**config.mk**
```make
export PLATFORM = sky130hd
export DESIGN_NAME = hazard_stall_unit
export DESIGN_NICKNAME = d
export VERILOG_FILES = /design/src/rtl/hazard_stall_unit.sv
export SDC_FILE = /design/constraint.sdc
export NUM_CORES = 1
export LEC_CHECK = 0
export CAP_MARGIN = 20
export CORE_ASPECT_RATIO = 0.75
export CORE_MARGIN = 2
export CORE_UTILIZATION = 43
export DETAILED_ROUTE_END_ITERATION = 16
export PLACE_DENSITY = 0.83
export SKIP_CTS_REPAIR_TIMING = 1
export SYNTH_ARGS = -nofsm -noshare
export SYNTH_HDL_FRONTEND = slang
export SYNTH_SLANG_ARGS = --single-unit
```
**constraint.sdc**
```tcl
create_clock -name clk -period 4.9 [get_ports clk]
set_input_delay 1.225 -clock clk [delete_from_list [all_inputs] [get_ports clk]]
set_output_delay 1.225 -clock clk [all_outputs]
set_load 0.005 [all_outputs]
```
**src/rtl/hazard_stall_unit.sv**
```systemverilog
// D-stage hazard controller: Tuse/Tnew data-hazard stall, HI/LO busy tracking,
// stall cause reporting and a saturating stalled-cycle counter.
module hazard_stall_unit #(
    parameter int RA_W        = 5,
    parameter int TUSE_W      = 3,
    parameter int TNEW_LOAD_E = 2,
    parameter int TNEW_CALC_E = 1,
    parameter int TNEW_LOAD_M = 1,
    parameter int MULT_CYCLES = 5,
    parameter int DIV_CYCLES  = 10,
    parameter int CNT_W       = 32
) (
    input  logic              clk,
    input  logic              reset,
    input  logic [1:0]        type_e,
    input  logic [1:0]        type_m,
    input  logic [RA_W-1:0]   a1_d,
    input  logic [RA_W-1:0]   a2_d,
    input  logic [RA_W-1:0]   a3_e,
    input  logic [RA_W-1:0]   a3_m,
    input  logic              we_e,
    input  logic              we_m,
    input  logic [TUSE_W-1:0] tuse_rs_d,
    input  logic [TUSE_W-1:0] tuse_rt_d,
    input  logic              md_d,
    input  logic              md_start_e,
    input  logic              md_is_div_e,
    output logic              stall,
    output logic [1:0]        stall_cause,
    output logic              md_busy,
    output logic [CNT_W-1:0]  stall_cnt
);

    localparam int         MD_W   = $clog2(DIV_CYCLES + 1);
    localparam logic [1:0] T_CALC = 2'b01;
    localparam logic [1:0] T_LOAD = 2'b10;

    logic [TUSE_W-1:0] w_tnew_e;
    logic [TUSE_W-1:0] w_tnew_m;
    logic [TUSE_W-1:0] w_tuse [2];
    logic [RA_W-1:0]   w_a_d  [2];
    logic [3:0]        w_hz_term;
    logic              w_data_hz;
    logic              w_md_hz;
    logic              w_stall;

    logic [MD_W-1:0]   r_md_cnt;
    logic [CNT_W-1:0]  r_stall_cnt;

    // Class 2'b11 falls through to Tnew 0, same as "none".
    always_comb begin
        w_tnew_e = '0;
        if (type_e == T_LOAD) begin
            w_tnew_e = TUSE_W'(TNEW_LOAD_E);
        end else if (type_e == T_CALC) begin
            w_tnew_e = TUSE_W'(TNEW_CALC_E);
        end
    end

    assign w_tnew_m = (type_m == T_LOAD) ? TUSE_W'(TNEW_LOAD_M) : '0;

    assign w_tuse[0] = tuse_rs_d;
    assign w_tuse[1] = tuse_rt_d;
    assign w_a_d[0]  = a1_d;
    assign w_a_d[1]  = a2_d;

    genvar gi;
    generate
        for (gi = 0; gi < 2; gi++) begin : g_src
            assign w_hz_term[gi*2]   = (w_tuse[gi] < w_tnew_e) && we_e &&
                                       (w_a_d[gi] == a3_e) && (a3_e != '0);
            assign w_hz_term[gi*2+1] = (w_tuse[gi] < w_tnew_m) && we_m &&
                                       (w_a_d[gi] == a3_m) && (a3_m != '0);
        end
    endgenerate

    assign w_data_hz = |w_hz_term;
    // The start cycle itself already blocks MD issue, before md_cnt loads.
    assign w_md_hz   = md_d && (md_busy || md_start_e);
    assign w_stall   = w_data_hz || w_md_hz;

    // A start while still busy simply reloads the countdown.
    always_ff @(posedge clk) begin
        if (reset) begin
            r_md_cnt <= '0;
        end else if (md_start_e) begin
            r_md_cnt <= md_is_div_e ? MD_W'(DIV_CYCLES) : MD_W'(MULT_CYCLES);
        end else if (r_md_cnt != '0) begin
            r_md_cnt <= r_md_cnt - MD_W'(1);
        end
    end

    always_ff @(posedge clk) begin
        if (reset) begin
            r_stall_cnt <= '0;
        end else if (w_stall && (r_stall_cnt != '1)) begin
            r_stall_cnt <= r_stall_cnt + CNT_W'(1);
        end
    end

    assign md_busy     = (r_md_cnt != '0);
    assign stall       = w_stall;
    assign stall_cause = {w_md_hz, w_data_hz};
    assign stall_cnt   = r_stall_cnt;

endmodule

```
* Word level (Yosys, flattened, before mapping) *
Cells that the tools add are included.

word-level totals
  bits of input ports = 37
  bits in registers = 36
  output and inout port bits = 36

operators by class
  add/subtract/negate cells = 2
  reduce and logical (&&, ||, !) cells = 21
  muxes and demuxes = 6
  equality and inequality tests = 8
  magnitude comparators = 4

operators by type and width
  cell                                                                   count
  32-bit by 1-bit adder with 32-bit output, second input constant        1
  32-bit inequality test, second input constant                          1
  5-bit equality test                                                    4
  1-bit logical AND                                                      14
  4-bit two-way mux                                                      3
  5-bit nonzero test                                                     2
  3-bit by 1-bit less-than comparator with 1-bit output                  2
  3-bit less-than comparator                                             2
  2-bit equality test, second input constant                             2
  4-bit nonzero test                                                     1
  4-bit OR reduction                                                     1
  4-bit by 1-bit subtractor with 4-bit output, second input constant     1
  2-bit by 1-bit equality test with 1-bit output, second input constant  1
  1-bit logical OR                                                       2
  1-bit two-way mux                                                      2
  2-bit two-way mux                                                      1
  2-bit nonzero test                                                     1

* Depth between registers and ports, before layout *
Gate-level depths: netlist (run 1).

  word-level depth = 10
  mapped depth = 10

* Worst setup path before layout (run 1) *
Ideal clock, no wire load.

  path type = in2out
  start = input a3_m[1]
  end = output stall
  path buffers = 2
  arrival time = 2.589 ns
  slack = 1.086 ns
  stages on the path = 6
  cells stage by stage = or4_1 -> o22a_1 -> nor3_4 -> buf_6 -> buf_2 -> inv_1

on the way
  cells in the longest elaborated chain, start to end = 5
  elaborated cells on any way between the ends = 9
  those cells by class = eq/ne: 2; reduce/logical: 7

ends and longest elaborated chain
  what                    line  source
  start, declared         20    input logic [RA_W-1:0] a3_m,
  5-bit equality test     73    (w_a_d[gi] == a3_m) && (a3_m != '0);
  1-bit logical AND       72    assign w_hz_term[gi*2+1] = (w_tuse[gi] < w_tnew_m) && we_m &&
  1-bit logical AND       73
  4-bit OR reduction (*)  77    assign w_data_hz = |w_hz_term;
  1-bit logical OR (*)    80    assign w_stall = w_data_hz || w_md_hz;
  end, declared           28    output logic stall,

Every way passes the cells marked *; elsewhere a longest branch is shown, timed or not.

* Worst setup path in the final report (run 1) *
  start = input type_e[0]
  end = output stall_cause[0]

on the way
  cells in the longest elaborated chain, start to end = 8
  elaborated cells on any way between the ends = 13
  those cells by class = order compare: 2; eq/ne: 2; mux: 2; reduce/logical: 7

ends and longest elaborated chain
  what                                            line  source
  start, declared                                 15    input logic [1:0] type_e,
  2-bit by 1-bit equality test with 1-bit output  55    end else if (type_e == T_CALC) begin
  1-bit two-way mux                               55
  2-bit two-way mux (*)                           53    if (type_e == T_LOAD) begin
  3-bit less-than comparator                      70    assign w_hz_term[gi*2] = (w_tuse[gi] < w_tnew_e) && we_e &&
  1-bit logical AND (2 in a row)                  70
  1-bit logical AND                               71    (w_a_d[gi] == a3_e) && (a3_e != '0);
  4-bit OR reduction (*)                          77
  end, declared                                   29    output logic [1:0] stall_cause,

Marked as above.

==> results.json, run 1 <==
{
  "status": "complete, no violations",
  "die_h_um": 67.5,
  "fin_nets": 387,
  "cp_slowest_stage_delay_ns": 0.49,
  "drt_wl_total_um": 5960,
  "tightest_slew_ns": 1.02,
  "crit_required_ns": 3.67,
  "worstSetupPathType": "in -> out",
  "leakage_nw": 1.06,
  "crit_top_cell": "clkdlybuf4s50_1",
  "vias": 2341,
  "grt_pass1_vias": 2101,
  "setup_violations": 0,
  "post-route-util": 0.599,
  "io_buffers": 72,
  "maxCapViolCount": 0,
  "maxSlewHeadroom": 0.317,
  "clk_pin_slew_worst_paths_ns": 0.08,
  "wl_met1_um": 2810,
  "netlist_top_cells_count": "36 x dfxtp_1, 28 x a21oi_1, 19 x nand4_1",
  "synthCells": 282,
  "root_buffer": "clkbuf_8",
  "hold_viol": 0,
  "die_x_um": 88.7,
  "rows": 23,
  "pin_count": 73,
  "maxClockFrequency_ghz": 0.219,
  "drv_slew": 0,
  "cts_max_level": 2,
  "gr-usage-all-layers": 0.206,
  "grt_pass1_wl_um": 9690,
  "grt_antenna_before_repair": 0,
  "critPathMaxFanout": 2,
  "async_reset_ff_frac": 0,
  "fp.dieArea_um2": 5990,
  "rsz0062_at_grt": "no",
  "wl_met2_um": 2700,
  "finalCritPeriodShare": 0.932,
  "finalSetupTns_ns": 0,
  "drive_gt1_frac": 0.0780,
  "ant_nets": 0,
  "ys_ff_latch": 36,
  "grt.overflow.total": 0,
  "synth_edf_count": 0,
  "via_per_inst": 5.56,
  "fin_skew_ns": 0.0107,
  "antenna_cells": 0,
  "drc": 0,
  "r2r_slack_ns": 2.53,
  "initialDrtViolationCount": 151,
  "fin_crit_ns": 4.57,
  "cts_buffers": 5,
  "cts.sink_count": 36,
  "synth_nets": 324,
  "arrival_ns": 3.34,
  "synth_warnings": 0,
  "yosysSeqAreaShare": 0.311,
  "clkLatencyLatePin_ns": 0.30,
  "p_per_area_nw_per_um2": 216,
  "routedWlPerCell_um": 14.2,
  "grt_max_degree": 62,
  "initial_core_util": 0.440,
  "synthTopCellsByArea": "dfxtp_1 31%, a21oi_1 6.1%, xor2_1 6.1%",
  "synth_most_common_cell": "dfxtp_1",
  "cp_slowest_cell": "clkdlybuf4s50_1",
  "worstSetupEndpointType": "output pin",
  "peakVddDrop_uv": 146,
  "synth_flop_cell": "dfxtp_1",
  "area_growth_pct": 36.3,
  "startpoint_type": "input pin",
  "clock_path_buffers": 2,
  "crit_chain": "clkdlybuf4s50_1 > nand2b_1 > ha_1 > nor4b_1 > nand3_1 > a21oi_2 > or2_2 > clkdlybuf4s50_1",
  "synth_cell_types": 47,
  "gp_congestion": 0.774,
  "cts_tree": "done",
  "core_um2": 5270,
  "dr.max_layer_used": "met4",
  "place_hpwl_um": 4430,
  "synth_top_area_cell": "dfxtp_1",
  "wl_met3_um": 395,
  "syn_area_per_cell_um2": 8.21,
  "worstHoldPathType": "reg -> reg",
  "first_pass_iters": 5,
  "synth_top_area_share": 0.311,
  "syn_area_um2": 2310
}
## where the power goes
group	total [mW]	switching [mW]	internal, mW
clock network	0.262	0.110	0.151
logic	0.118	0.0559	0.0616
registers	0.303	0.00545	0.298
## sequential cells by signal, summed over array words and instances, names as in the netlist
signal and flops:
stall_cnt 32, r_md_cnt 4
## critical path: cells and delay by family
family	cells	cell delay, ns
buffers and inverters	2	0.92
adders and majority gates	1	0.19
AOI/OAI and AO/OA	1	0.22
and+or+nand+nor	4	0.79
## cells in the final DEF (no fill, tap or decap), types with 2 or more instances in the layout
master	instances
nand2b_1	4
nand3_1	8
ha_1	5
nor2b_1	3
nor2_1	16
nand4_1	19
nand3b_1	2
and3_1	5
or3_1	12
o21ai_0	15
dfxtp_1	36
or4_1	13
mux2_2	3
xor2_1	16
and4_1	2
o21ba_2	3
xnor2_1	7
o21a_1	4
nand2_1	12
a21oi_1	28
buf_4	3
clkbuf_8	5
nor3_1	8
clkdlybuf4s50_1	72
and3_2	2
nor4_1	7
inv_1	5
o31ai_1	11
## per-layer routing
layer	vias up	track usage
li1	1188	-
met1	1078	0.301
met2	70	0.296
met3	5	0.0599
met4	0	0.0511
met5	-	0
## kinds of logic after synthesis
kind of cell	after synthesis	share of synthesized area
AO/OA/AOI/OAI	67	0.176
XOR/XNOR	23	0.0870
adder cells (fa/ha/maj)	5	0.0270
buffers and inverters	24	0.0535
flip-flops	36	0.311
multiplexers	3	0.0146
AND/OR/NAND/NOR	124	0.331
## worst paths after layout
kind,startpoint,to,cells after the start
setup reg to reg,stall_cnt[20]$_SDFFE_PP0P_,stall_cnt[8]$_SDFFE_PP0P_,7
setup / recovery,type_e[0],stall_cause[0],8
hold reg to reg,stall_cnt[23]$_SDFFE_PP0P_,stall_cnt[23]$_SDFFE_PP0P_,2
hold / removal,stall_cnt[23]$_SDFFE_PP0P_,stall_cnt[23]$_SDFFE_PP0P_,2
## layout make-up
| class | count | area [um^2] |
|---|---|---|
| fill | 460 | 2110 |
| multi-input combinational | 222 | 1470 |
| tap | 75 | 93.8 |
| inverter | 5 | 18.8 |
| clock inverter | 2 | 35.0 |
| clock buffer | 6 | 72.6 |
| sequential | 36 | 721 |
| timing repair buffer | 75 | 743 |
## through the flow
stage | hold WS [ns] | setup slack, ns | cells | cell area (um^2) | power (mW)
detailed placement | 0.486 | 0.330 | 413 | 3050 | 0.427
global route | 0.517 | 0.190 | 421 | 3150 | 0.713
CTS | 0.499 | 0.324 | 421 | 3150 | 0.686
global placement | 0.481 | 0.420 | 413 | 3050 | 0.425
floorplan | 0.477 | 1.09 | 282 | 2310 | 0.373
finish | 0.501 | 0.334 | 421 | 3150 | 0.682
(Power assumes the default switching activity.)
==> run 2, diff against run 1 <==
--- a/config.mk
+++ b/config.mk
@@ -10,7 +10,8 @@
 export CORE_MARGIN = 2
 export CORE_UTILIZATION = 43
 export DETAILED_ROUTE_END_ITERATION = 16
-export PLACE_DENSITY = 0.83
+export MAX_ROUTING_LAYER = met4
+export PLACE_DENSITY = 0.71
 export SKIP_CTS_REPAIR_TIMING = 1
 export SYNTH_ARGS = -nofsm -noshare
 export SYNTH_HDL_FRONTEND = slang
==> run 2 against run 1 <==
Effect of this change:
- final area is 0.67% lower
- die area stayed put
- via count is 0.30% higher
- final cell count shrank 0.24%
- sequential share of layout area up 0.16 points
- setup slack gained 0.022 ns
- critical endpoint unchanged
- first-iteration DRC count shrank 25%
- count of clock-buffer cells in the layout rose by 1
- critical path depth down 1
==> results.json, run 2 (synthesized netlist as in run 1, its figures left out) <==
{
  "status": "complete, no violations",
  "setup_violations": 0,
  "worstHoldPathType": "reg -> reg",
  "p_per_area_nw_per_um2": 206,
  "antenna_cells": 0,
  "via_per_inst": 5.59,
  "finalSetupTns_ns": 0,
  "crit_required_ns": 3.67,
  "min_path_cells": 2,
  "gp_congestion": 0.793,
  "r2r_cells": 6,
  "rows": 23,
  "cts_buffers": 5,
  "peakVddDrop_uv": 131,
  "worstSetupEndpointType": "output pin",
  "tightest_slew_ns": 1.06,
  "vias": 2348,
  "rsz0062_at_grt": "no",
  "pin_count": 73,
  "cts_max_level": 2,
  "fin_nets": 386,
  "fp.dieArea_um2": 5990,
  "hold_start": "stall_cnt[4]$_SDFFE_PP0P_",
  "worst_hold_slack_ns": 0.499,
  "drt_wl_total_um": 5950,
  "cts.sink_count": 36,
  "place_ws_ns": 0.346,
  "area_growth_pct": 35.4,
  "power_mw": 0.645,
  "die_x_um": 88.7,
  "grt.overflow.total": 0,
  "startpoint_type": "input pin",
  "die_h_um": 67.5,
  "cts_tree": "done",
  "critPathMaxFanout": 3,
  "r2r_slack_ns": 2.53,
  "maxCapViolCount": 0,
  "fill_cells": 514,
  "clkLatencyLatePin_ns": 0.29,
  "fin_ws_ns": 0.356,
  "io_buffers": 72,
  "dp.cells": 412,
  "r2r_end": "stall_cnt[10]$_SDFFE_PP0P_",
  "layout_commonest_cell": "clkdlybuf4s50_1",
  "maxSlewHeadroom": 0.293,
  "initialDrtViolationCount": 113,
  "fin_crit_ns": 4.54,
  "leakage_nw": 1.05,
  "root_buffer": "clkbuf_8",
  "arrival_ns": 3.32,
  "initial_core_util": 0.440,
  "ant_nets": 0,
  "drv_slew": 0,
  "grt_max_degree": 62,
  "drive_gt1_frac": 0.0754,
  "gr-usage-all-layers": 0.208,
  "grt_antenna_before_repair": 0,
  "placed_cell_area_um2": 3040,
  "worstSetupPathType": "in -> out",
  "fin_skew_ns": 0.0112,
  "post-route-util": 0.595,
  "hold_viol": 0,
  "largest_reg_flops": 32,
  "hold_end": "stall_cnt[4]$_SDFFE_PP0P_",
  "routedWlPerCell_um": 14.2,
  "final-instance-count-excl-fill": 420,
  "grt_pass1_wl_um": 9570,
  "core_um2": 5270,
  "clk_pin_slew_worst_paths_ns": 0.08,
  "regToRegStartpoint": "stall_cnt[0]$_SDFFE_PP0P_",
  "grt_pass1_vias": 2076,
  "drc": 0,
  "most-common-layout-cells": "72 x clkdlybuf4s50_1, 36 x dfxtp_1, 28 x a21oi_1",
  "first_pass_iters": 4,
  "maxClockFrequency_ghz": 0.220,
  "place_hpwl_um": 4380,
  "clock_path_buffers": 2,
  "design_area_um2": 3130,
  "finalCritPeriodShare": 0.927
}
-- run 2: worst max-delay path: stages --
cell             delay (ns)
clkdlybuf4s50_1        0.47
xor2_1                 0.19
nor4_1                 0.39
nand4_1                0.17
a21oi_2                0.23
or2_2                  0.15
clkdlybuf4s50_1        0.49
-- run 2: report_power, final --
group	internal, mW	leakage [nW]	switching [mW]	total [mW]
Combinational	0.0613	0.713	0.0569	0.118
Sequential	0.298	0.291	0.00527	0.303
Clock	0.114	0.0445	0.109	0.223
Total	0.473	1.05	0.171	0.645
-- run 2: how the worst max path moves through the flow --
| stage | start | to | slack [ns] | cells past startpoint |
|---|---|---|---|---|
| floorplan | a3_m[1] | stall | 1.09 | 6 |
| detailed placement | a3_e[2] | stall_cause[0] | 0.35 | 7 |
| finish | a3_e[2] | stall_cause[0] | 0.36 | 7 |
| CTS | a3_e[2] | stall_cause[0] | 0.34 | 7 |
| global route | type_e[0] | stall_cause[0] | 0.20 | 8 |
| global placement | type_e[0] | stall_cause[0] | 0.39 | 8 |
-- run 2: layout make-up --
class	count	area, um^2	share of cell area
Clock inverter	1	7.51	0.00240
Sequential cell	36	721	0.230
Tap cell	75	93.8	0.0300
Multi-Input combinational cell	222	1470	0.469
Timing Repair Buffer	74	736	0.235
Clock buffer	7	86.3	0.0276
Inverter	5	18.8	0.00599
-- run 2: per-layer routing --
| layer | GRT usage | share of wire |
|---|---|---|
| met5 | - | 0 |
| met2 | 0.300 | 0.44 |
| met1 | 0.295 | 0.49 |
| met3 | 0.0403 | 0.051 |
| met4 | 0.0568 | 0.0099 |
